File: src/rtl/uart_tx_mmio_pkg.sv
// Shared constants and types for the memory-mapped UART transmitter.
// Holds the UART store address and the transmit FSM encodings.
package uart_tx_mmio_pkg;

    localparam logic [31:0] UART_ADDR = 32'h1000_0000;

    typedef enum logic [1:0] {
        UTX_IDLE  = 2'd0,
        UTX_START = 2'd1,
        UTX_DATA  = 2'd2,
        UTX_STOP  = 2'd3
    } utx_state_t;

    function automatic logic store_hit(
        input logic        en0,
        input logic [31:0] addr
    );
        return (addr == UART_ADDR) && en0;
    endfunction

endpackage

File: src/rtl/uart_tx_mmio_if.sv
// Store bus from the dual-issue memory-access stage (slots EX1 and EX2).
// The pipeline drives it as master; the UART port observes it as slave.
interface uart_tx_mmio_if;

    logic [3:0]  write_en_bmEX1;
    logic [31:0] write_addressEX1;
    logic [31:0] storevalue_wordEX1;
    logic [3:0]  write_en_bmEX2;
    logic [31:0] write_addressEX2;
    logic [31:0] storevalue_wordEX2;

    modport master (
        output write_en_bmEX1, write_addressEX1, storevalue_wordEX1,
        output write_en_bmEX2, write_addressEX2, storevalue_wordEX2
    );

    modport slave (
        input write_en_bmEX1, write_addressEX1, storevalue_wordEX1,
        input write_en_bmEX2, write_addressEX2, storevalue_wordEX2
    );

endinterface

File: src/rtl/uart_tx_fifo.sv
// Byte FIFO with two ordered write ports and one read port.
// Port A always wins the last free entry; rejected pushes set a sticky overflow.
module uart_tx_fifo #(
    parameter int FIFO_DEPTH = 16
) (
    input  logic                        clk,
    input  logic                        rst,
    input  logic                        push_a,
    input  logic [7:0]                  data_a,
    input  logic                        push_b,
    input  logic [7:0]                  data_b,
    input  logic                        pop,
    output logic [7:0]                  head,
    output logic [$clog2(FIFO_DEPTH):0] count,
    output logic [$clog2(FIFO_DEPTH):0] count_next,
    output logic                        full,
    output logic                        overflow
);

    localparam int AW = $clog2(FIFO_DEPTH);
    localparam int CW = AW + 1;
    localparam logic [CW-1:0] DEPTH_C = CW'(FIFO_DEPTH);

    logic [7:0]    mem [FIFO_DEPTH];
    logic [AW-1:0] wr_ptr;
    logic [AW-1:0] rd_ptr;
    logic [AW-1:0] wr_b;
    logic [CW-1:0] free;
    logic          acc_a;
    logic          acc_b;
    logic          pop_ok;
    logic          drop;

    // Free space is taken before this edge's pop, so a full FIFO never
    // accepts a push even while it drains.
    assign free       = DEPTH_C - count;
    assign acc_a      = push_a && (free != '0);
    assign acc_b      = push_b && (free > CW'(acc_a));
    assign drop       = (push_a && !acc_a) || (push_b && !acc_b);
    assign pop_ok     = pop && (count != '0);
    assign wr_b       = wr_ptr + AW'(acc_a);
    assign head       = mem[rd_ptr];
    assign count_next = count + CW'(acc_a) + CW'(acc_b) - CW'(pop_ok);

    always_ff @(posedge clk) begin
        if (acc_a) mem[wr_ptr] <= data_a;
        if (acc_b) mem[wr_b]   <= data_b;
    end

    always_ff @(posedge clk or negedge rst) begin
        if (!rst) begin
            wr_ptr   <= '0;
            rd_ptr   <= '0;
            count    <= '0;
            full     <= 1'b0;
            overflow <= 1'b0;
        end else begin
            wr_ptr   <= wr_ptr + AW'(acc_a) + AW'(acc_b);
            rd_ptr   <= rd_ptr + AW'(pop_ok);
            count    <= count_next;
            full     <= count_next > (DEPTH_C - CW'(2));
            overflow <= overflow | drop;
        end
    end

endmodule

File: src/rtl/uart_tx_mmio.sv
// Transmit side of the memory-mapped UART: captures stores to UART_ADDR
// from both issue slots and sends them as 8N1 frames on uart_tx.
module uart_tx_mmio #(
    parameter int CLK_PER_BIT = 868,
    parameter int FIFO_DEPTH  = 16
) (
    input  logic                        clk,
    input  logic                        rst,
    uart_tx_mmio_if.slave               bus,
    output logic                        uart_tx,
    output logic                        tx_busy,
    output logic                        fifo_full,
    output logic                        fifo_overflow,
    output logic [$clog2(FIFO_DEPTH):0] fifo_count
);

    import uart_tx_mmio_pkg::*;

    localparam int BW = $clog2(CLK_PER_BIT);
    localparam int CW = $clog2(FIFO_DEPTH) + 1;

    utx_state_t    state, state_n;
    logic [BW-1:0] baud, baud_n;
    logic [2:0]    bit_idx, bit_idx_n;
    logic [7:0]    shift, shift_n;
    logic          tx_n;
    logic          pop;
    logic          baud_end;
    logic          hit1, hit2;
    logic [7:0]    head;
    logic [CW-1:0] count_next;
    logic          unused_bits;

    assign hit1 = store_hit(bus.write_en_bmEX1[0], bus.write_addressEX1);
    assign hit2 = store_hit(bus.write_en_bmEX2[0], bus.write_addressEX2);
    assign unused_bits = ^{bus.write_en_bmEX1[3:1], bus.write_en_bmEX2[3:1],
                           bus.storevalue_wordEX1[31:8],
                           bus.storevalue_wordEX2[31:8]};

    uart_tx_fifo #(
        .FIFO_DEPTH (FIFO_DEPTH)
    ) u_fifo (
        .clk        (clk),
        .rst        (rst),
        .push_a     (hit1),
        .data_a     (bus.storevalue_wordEX1[7:0]),
        .push_b     (hit2),
        .data_b     (bus.storevalue_wordEX2[7:0]),
        .pop        (pop),
        .head       (head),
        .count      (fifo_count),
        .count_next (count_next),
        .full       (fifo_full),
        .overflow   (fifo_overflow)
    );

    assign baud_end = (baud == BW'(CLK_PER_BIT - 1));

    always_comb begin
        state_n   = state;
        baud_n    = baud_end ? '0 : baud + BW'(1);
        bit_idx_n = bit_idx;
        shift_n   = shift;
        pop       = 1'b0;
        unique case (state)
            UTX_IDLE: begin
                baud_n = '0;
                if (fifo_count != '0) begin
                    pop     = 1'b1;
                    shift_n = head;
                    state_n = UTX_START;
                end
            end
            UTX_START: begin
                if (baud_end) begin
                    state_n   = UTX_DATA;
                    bit_idx_n = 3'd0;
                end
            end
            UTX_DATA: begin
                if (baud_end) begin
                    shift_n   = shift >> 1;
                    bit_idx_n = bit_idx + 3'd1;
                    if (bit_idx == 3'd7) state_n = UTX_STOP;
                end
            end
            UTX_STOP: begin
                // Chain straight into the next START so frames abut.
                if (baud_end) begin
                    if (fifo_count != '0) begin
                        pop     = 1'b1;
                        shift_n = head;
                        state_n = UTX_START;
                    end else begin
                        state_n = UTX_IDLE;
                    end
                end
            end
            default: state_n = UTX_IDLE;
        endcase

        unique case (state_n)
            UTX_START: tx_n = 1'b0;
            UTX_DATA:  tx_n = shift_n[0];
            default:   tx_n = 1'b1;
        endcase
    end

    always_ff @(posedge clk or negedge rst) begin
        if (!rst) begin
            state   <= UTX_IDLE;
            baud    <= '0;
            bit_idx <= 3'd0;
            shift   <= 8'd0;
            uart_tx <= 1'b1;
            tx_busy <= 1'b0;
        end else begin
            state   <= state_n;
            baud    <= baud_n;
            bit_idx <= bit_idx_n;
            shift   <= shift_n;
            uart_tx <= tx_n;
            tx_busy <= (state_n != UTX_IDLE) || (count_next != '0);
        end
    end

endmodule

File: src/flat_wrapper.sv
// flat-port wrapper written by rule: the top's interface ports become plain ports
module uart_tx_mmio_flat import uart_tx_mmio_pkg::*;
#(
    parameter int CLK_PER_BIT = 868,
    parameter int FIFO_DEPTH  = 16
)
  (clk, rst, uart_tx, tx_busy, fifo_full, fifo_overflow, fifo_count, bus_write_en_bmEX1, bus_write_addressEX1, bus_storevalue_wordEX1, bus_write_en_bmEX2, bus_write_addressEX2, bus_storevalue_wordEX2);
  uart_tx_mmio_if bus_i ();
  input  logic clk;
  input  logic rst;
  output logic uart_tx;
  output logic tx_busy;
  output logic fifo_full;
  output logic fifo_overflow;
  output logic [$clog2(FIFO_DEPTH):0] fifo_count;
  input wire logic [$bits(bus_i.write_en_bmEX1)-1:0] bus_write_en_bmEX1;
  input wire logic [$bits(bus_i.write_addressEX1)-1:0] bus_write_addressEX1;
  input wire logic [$bits(bus_i.storevalue_wordEX1)-1:0] bus_storevalue_wordEX1;
  input wire logic [$bits(bus_i.write_en_bmEX2)-1:0] bus_write_en_bmEX2;
  input wire logic [$bits(bus_i.write_addressEX2)-1:0] bus_write_addressEX2;
  input wire logic [$bits(bus_i.storevalue_wordEX2)-1:0] bus_storevalue_wordEX2;
  assign bus_i.write_en_bmEX1 = bus_write_en_bmEX1;
  assign bus_i.write_addressEX1 = bus_write_addressEX1;
  assign bus_i.storevalue_wordEX1 = bus_storevalue_wordEX1;
  assign bus_i.write_en_bmEX2 = bus_write_en_bmEX2;
  assign bus_i.write_addressEX2 = bus_write_addressEX2;
  assign bus_i.storevalue_wordEX2 = bus_storevalue_wordEX2;
  uart_tx_mmio #(.CLK_PER_BIT(CLK_PER_BIT), .FIFO_DEPTH(FIFO_DEPTH)) u_core (.clk(clk), .rst(rst), .bus(bus_i), .uart_tx(uart_tx), .tx_busy(tx_busy), .fifo_full(fifo_full), .fifo_overflow(fifo_overflow), .fifo_count(fifo_count));
endmodule
File: config.mk
export PLATFORM = sky130hd
export DESIGN_NAME = uart_tx_mmio_flat
export DESIGN_NICKNAME = d
export VERILOG_FILES = /design/src/rtl/uart_tx_mmio_pkg.sv /design/src/rtl/uart_tx_mmio_if.sv /design/src/rtl/uart_tx_fifo.sv /design/src/rtl/uart_tx_mmio.sv /design/src/flat_wrapper.sv
export SDC_FILE = /design/constraint.sdc
export NUM_CORES = 1
export LEC_CHECK = 0
export CORE_MARGIN = 2
export CORE_UTILIZATION = 49
export CTS_CLUSTER_DIAMETER = 40
export DETAILED_ROUTE_END_ITERATION = 12
export PLACE_DENSITY = 0.88
export SKIP_CTS_REPAIR_TIMING = 1
export SLEW_MARGIN = 30
export SYNTH_ARGS = -nofsm -noshare
export SYNTH_HDL_FRONTEND = slang
export SYNTH_SLANG_ARGS = --single-unit
File: constraint.sdc
create_clock -name clk -period 4.3 [get_ports clk]
set_input_delay 0.645 -clock clk [delete_from_list [all_inputs] [get_ports clk]]
set_output_delay 0.645 -clock clk [all_outputs]
set_load 0.02 [all_outputs]
Yosys cells after proc, flatten, opt, wreduce, memory -nomap -nowiden
Memories as Yosys holds them, arrays and structs flattened.
Index checks and enable logic that the tools add are counted.
Widths: inputs -> output; s select.
- bits in read-only memories: 0
- logic and storage cells: 81
- flip-flop bits (word level): 40
- output and inout port bits: 9
- memories: 1
- bits of input ports: 138
- RAM bits: 128
- latch bits: 0
- memories (memory ; depth ; bits a word ; read ports ; clocked after memory_dff ; write ports ; RTL line ; RTL):
    u_core.u_fifo.mem ; 16 ; 8 ; 1 ; 0 ; 2 ; uart_tx_fifo.sv:24 ; logic [7:0] mem [FIFO_DEPTH];
- magnitude comparators: 2
- shifts and indexed selects: 0
- add/subtract/negate cells: 9
- reduce and logical (&&, ||, !) cells: 20
- multiplexer cells: 24
- $mul: 0
- divide/modulo/power cells: 0
- bitwise operators: 1
- eq/ne operators: 12
- operator list (operator ; count):
    $eq 32x29->1 const B ; 2
    $mux 8 ; 3
    $pmux 8 s3 ; 1
    $mux 10 ; 2
    $reduce_bool 5->1 ; 3
    $add 4x1->4 ; 3
    $add 10x1->10 const B ; 1
    $add 5x1->5 ; 2
    $eq 10x10->1 const B ; 1
    $mux 2 ; 5
    $pmux 2 s4 ; 1
    $logic_and 1x1->1 ; 7
    $mux 1 ; 7
    $eq 2x2->1 const B ; 3
    $mux 3 ; 2
    $ne 2x1->1 const B ; 3
    $pmux 3 s2 ; 1
    $reduce_and 3->1 ; 2
    $gt 5x1->1 ; 1
    $gt 5x4->1 const B ; 1
    $sub 5x1->5 ; 1
    $sub 5x5->5 const A ; 1
    $eq 2x1->1 const B ; 2
    $pmux 1 s2 ; 2
    other kinds (8) ; 11

Depth between registers and ports, before layout
- depth in word-level cells: 9
- depth in mapped cells: 22
- mapped depth without buffers: 20

Cells and area by module
A second synthesis with hierarchy kept.
- cell total of the unflattened synthesis: 641
- area total of the unflattened synthesis: 9456.6 um2
- by module, submodules not included (module ; cells an instance ; times used ; sequential area each (um2) ; area each (um2)):
    uart_tx_fifo ; 475 ; 1 ; 4219.0 ; 7748.7
    uart_tx_mmio ; 166 ; 1 ; 626.9 ; 1707.9

Worst setup path after synthesis
Ideal clock, no wire load.
- path kind: reg2reg
- from: register u_core.u_fifo.count[1]
- to: register u_core.tx_busy
- data arrival time: 4.172 ns
- setup time: 0.140 ns
- path slack: -0.011 ns
- cell stages (with the launch flop): 23
- clock period less this slack: 4.311 ns
- cell sequence: dfrtp_1 > inv_1 > ha_1 > and2_1 > ha_1 > nand4_1 > and2_1 > clkbuf_1 > ha_1 > nor2_1 > nor3_1 > and3_1 > clkbuf_1 > or2_2 > xor2_1 > ha_1 > nor2_1 > fa_1 > o21bai_1 > a21oi_1 > xnor2_1 > nor4_1 > nand4_1
- longest elaborated chain between the ends: 9
- elaborated cells on any way between the ends: 20
- ends and longest elaborated chain (what ; RTL line ; RTL):
    start: declaration ; uart_tx_fifo.sv:14 ; output logic [$clog2(FIFO_DEPTH):0] count,
    start signal: assignment ; uart_tx_fifo.sv:60 ; count <= count_next;
    $sub 5x5->5 ; uart_tx_fifo.sv:36 ; assign free = DEPTH_C - count;
    $reduce_bool 5->1 ; uart_tx_fifo.sv:37 ; assign acc_a = push_a && (free != '0);
    $logic_and 1x1->1 ; uart_tx_fifo.sv:37 ;
    $gt 5x1->1 ; uart_tx_fifo.sv:38 ; assign acc_b = push_b && (free > CW'(acc_a));
    $logic_and 1x1->1 ; uart_tx_fifo.sv:38 ;
    $add 5x1->5 ; uart_tx_fifo.sv:43 ; assign count_next = count + CW'(acc_a) + CW'(acc_b) - CW'(pop_ok);
    $sub 5x1->5 * ; uart_tx_fifo.sv:43 ;
    named net u_core.count_next[4] ; uart_tx_mmio.sv:31 ; logic [CW-1:0] count_next;
    $reduce_bool 5->1 * ; uart_tx_mmio.sv:123 ; tx_busy <= (state_n != UTX_IDLE) || (count_next != '0);
    $logic_or 1x1->1 * ; uart_tx_mmio.sv:123 ;
    end signal: assignment ; uart_tx_mmio.sv:123 ;
    end: declaration ; uart_tx_mmio.sv:11 ; output logic tx_busy,
Mark *: on every way through the listed nets, which the timed path passes. The rest lies on a longest branch.
A chain may end at the register's enable or synchronous reset.

Worst setup path after layout
- from: register u_core.u_fifo.count[2]
- to: register u_core.tx_busy
The elaborated chain is that of the path after synthesis.

==> metrics.txt <==
status finished clean; Yosys reg bits ~170; Post-synth EDFFs ~130; root buf cell clkbuf_16; share of the yosys chip area belonging to registers a little over half; row cnt 50; CTS tree yes; worst-margin pin slew 0.954 ns; Syn Nets ~820; Ports roughly 150; HPWL after DPL 15.4 mm; # DRC 0; count of cell types in the netlist about 50; GP Congestion slightly below 0.9; Pre-antenna DRT Iters 5; most frequent cells in the layout 128 x edfxtp_1, 127 x mux2_2, 91 x clkdlybuf4s50_1; Die X between 100 and 150 um; worst hold path type input port to async pin; most common cell after layout, fill and taps aside edfxtp_1; Area contributors post-synth edfxtp_1 42%, mux2_2 16%, dfrtp_1 11%; post-DR vias/cell about 6; final worst slack roughly 0.16 ns; Final Cell Area around 11000 um2; Max Transition Viols Final 0; DR WL/cell 23.2 um; Cell Area, Synth slightly above 9000 um2; R2R setup slack ~0.16 ns; starting density of the core 49.5%; full die area 19900 um2; Total Wirelength about 24 mm; post-synth top area share 41.8%; post-layout min period a little over 4 ns; worst-path maximum fanout 4; post-route ant nets 0; FFs w/ async S/R, synth 23.8%; Req. time, crit path between 4 and 5 ns; fmax between 200 and 250 MHz; global-route wire length before repair ~36 mm; Synth Instances ~650; routed via count around 6200; VDD IR max roughly 0.25 mV; Crit. End Element register; R2R Path End u_core.tx_busy; Rel. slew slack 36.4%; Final period util between 90% and 100%; P per Cell Area between 300 and 400 nW/um2; nets 931; RR Startpoint u_core.u_fifo.count[2]; core area between 15000 and 20000 um2; vias in the first global route about 6400; DR iter-0 viols 560; skew final roughly 0.0076 ns; r2r worst-path depth 20; filler instances between 1000 and 1500; global route total overflow 0; area leader, netlist edfxtp_1; leakage power 4.12 nW; ys flop type edfxtp_1; initial antenna violation count 2; worst path arrival time 4.43 ns; clock sink total 168; largest net degree at the start of global routing between 40 and 50; P&R area growth vs syn 21.8%; endpoints failing hold 0; syn_area_per_cell 14.1 um2; Yosys Warn Count 0; setup TNS 0 ns; Max clock buf depth 2; Clock Latency Late Sink about 0.44 ns; H-tree lvl count 4; total track usage between 20% and 30%; Setup Viol. Count Final 0; diode count 0; max cap viols 0; Setup WS pre-CTS -0.268 ns; number of buffers created by CTS 17; clk slew on worst S/H paths around 0.060 ns; Critical Path Start Type register; Die Y roughly 140 um; layout cells sized above 1 a little over a third; PortBufs 92; dpl cell area between 10000 and 15000 um2; WS Path Type register to register; Finished Core Util between 60% and 70%
registers in the layout, summed over array words and instances (netlist names):
signal                  flops
u_core.u_fifo.count         5
u_core.u_fifo.overflow      1
u_core.u_fifo.full          1
u_core.u_fifo.rd_ptr        4
u_core.u_fifo.wr_ptr        4
u_core.baud                10
u_core.tx_busy              1
u_core.shift                8
u_core.bit_idx              3
u_core.state                2
u_core.uart_tx              1
u_core.u_fifo.mem         128
cell type report:
type,instances,area [um2],share of cell area [%]
Clock buffer,18,429,3.83
Inverter,18,67.6,0.603
Sequential cell,168,4850,43.3
Timing Repair Buffer,130,1220,10.8
Multi-Input combinational cell,433,4190,37.4
Tap cell,234,293,2.61
Clock inverter,14,163,1.45
per-layer routing:
layer  vias to the layer above  part of all wire, %  GRT usage [%]
li1                       2756                    -              -
met5                         -                    0              0
met3                        49                  7.0           4.82
met4                         0                  2.3           8.63
met2                       283                   52           41.9
met1                      3135                   39           30.4
synthesized netlist by cell type, drive strengths merged (5+ instances only):
library cell	n
and3	12
nor4	12
a21oi	6
o21ai	29
nand2	43
buf	6
dfrtp	39
nor2	28
a221o	7
nor3	15
mux2	129
inv	18
nand3	12
mux4	37
clkbuf	27
ha	24
nand4	5
xor2	11
xnor2	14
edfxtp	128
worst max path at each step:
stage	cells after the start	slack (ns)	from	end
2_1_floorplan	22	0.01	u_core.u_fifo.count[2]	u_core.tx_busy
3_3_place_gp	19	-0.22	bus_write_addressEX1[29]	u_core.tx_busy
3_5_place_dp	19	-0.27	bus_write_addressEX1[12]	u_core.tx_busy
4_1_cts	20	0.12	u_core.u_fifo.count[2]	u_core.tx_busy
5_1_grt	19	-0.07	bus_write_addressEX1[29]	u_core.tx_busy
6_report	20	0.16	u_core.u_fifo.count[2]	u_core.tx_busy
power by group:
| group | internal (mW) | total (mW) | switching (mW) |
|---|---|---|---|
| Clock | 0.873 | 1.57 | 0.694 |
| Sequential | 1.77 | 1.78 | 0.0127 |
| Combinational | 0.129 | 0.217 | 0.0878 |
| Total | 2.77 | 3.57 | 0.794 |
cells by family (layout without fill, tap and decap cells):
| group | count (synthesis) | after routing | synth area share [%] |
|---|---|---|---|
| AOI/OAI and AO/OA | 57 | 57 | 4.01 |
| xor gates and xnor gates | 25 | 25 | 2.38 |
| adders and majority gates | 25 | 25 | 3.48 |
| buffers and inverters | 51 | 180 | 2.13 |
| DFF | 168 | 168 | 52.7 |
| muxes | 170 | 170 | 25.3 |
| and+or+nand+nor | 156 | 156 | 10.0 |
critical path, stage by stage, from the launching register on:
cell	delay, ns
dfrtp_2	0.41
inv_1	0.10
ha_1	0.20
and2_1	0.15
ha_1	0.29
nand4_1	0.11
and2_4	0.17
ha_1	0.27
nor2_1	0.10
nor3_1	0.05
and3_1	0.19
or2_2	0.33
xor2_1	0.16
ha_2	0.21
nor2_1	0.06
fa_2	0.36
o21bai_1	0.16
a21oi_1	0.10
xnor2_1	0.16
nor4_1	0.30
nand4_1	0.12
metrics by stage:
step	power (mW)	cells	hold WS (ns)
after floorplan	1.90	652	0.349
after detailed placement	2.03	978	0.453
final	3.57	1015	0.175
after global routing	3.66	1015	0.206
after global placement	2.02	978	0.439
after CTS	3.57	1010	0.362
Note: power is estimated with default switching activity, not from simulation.
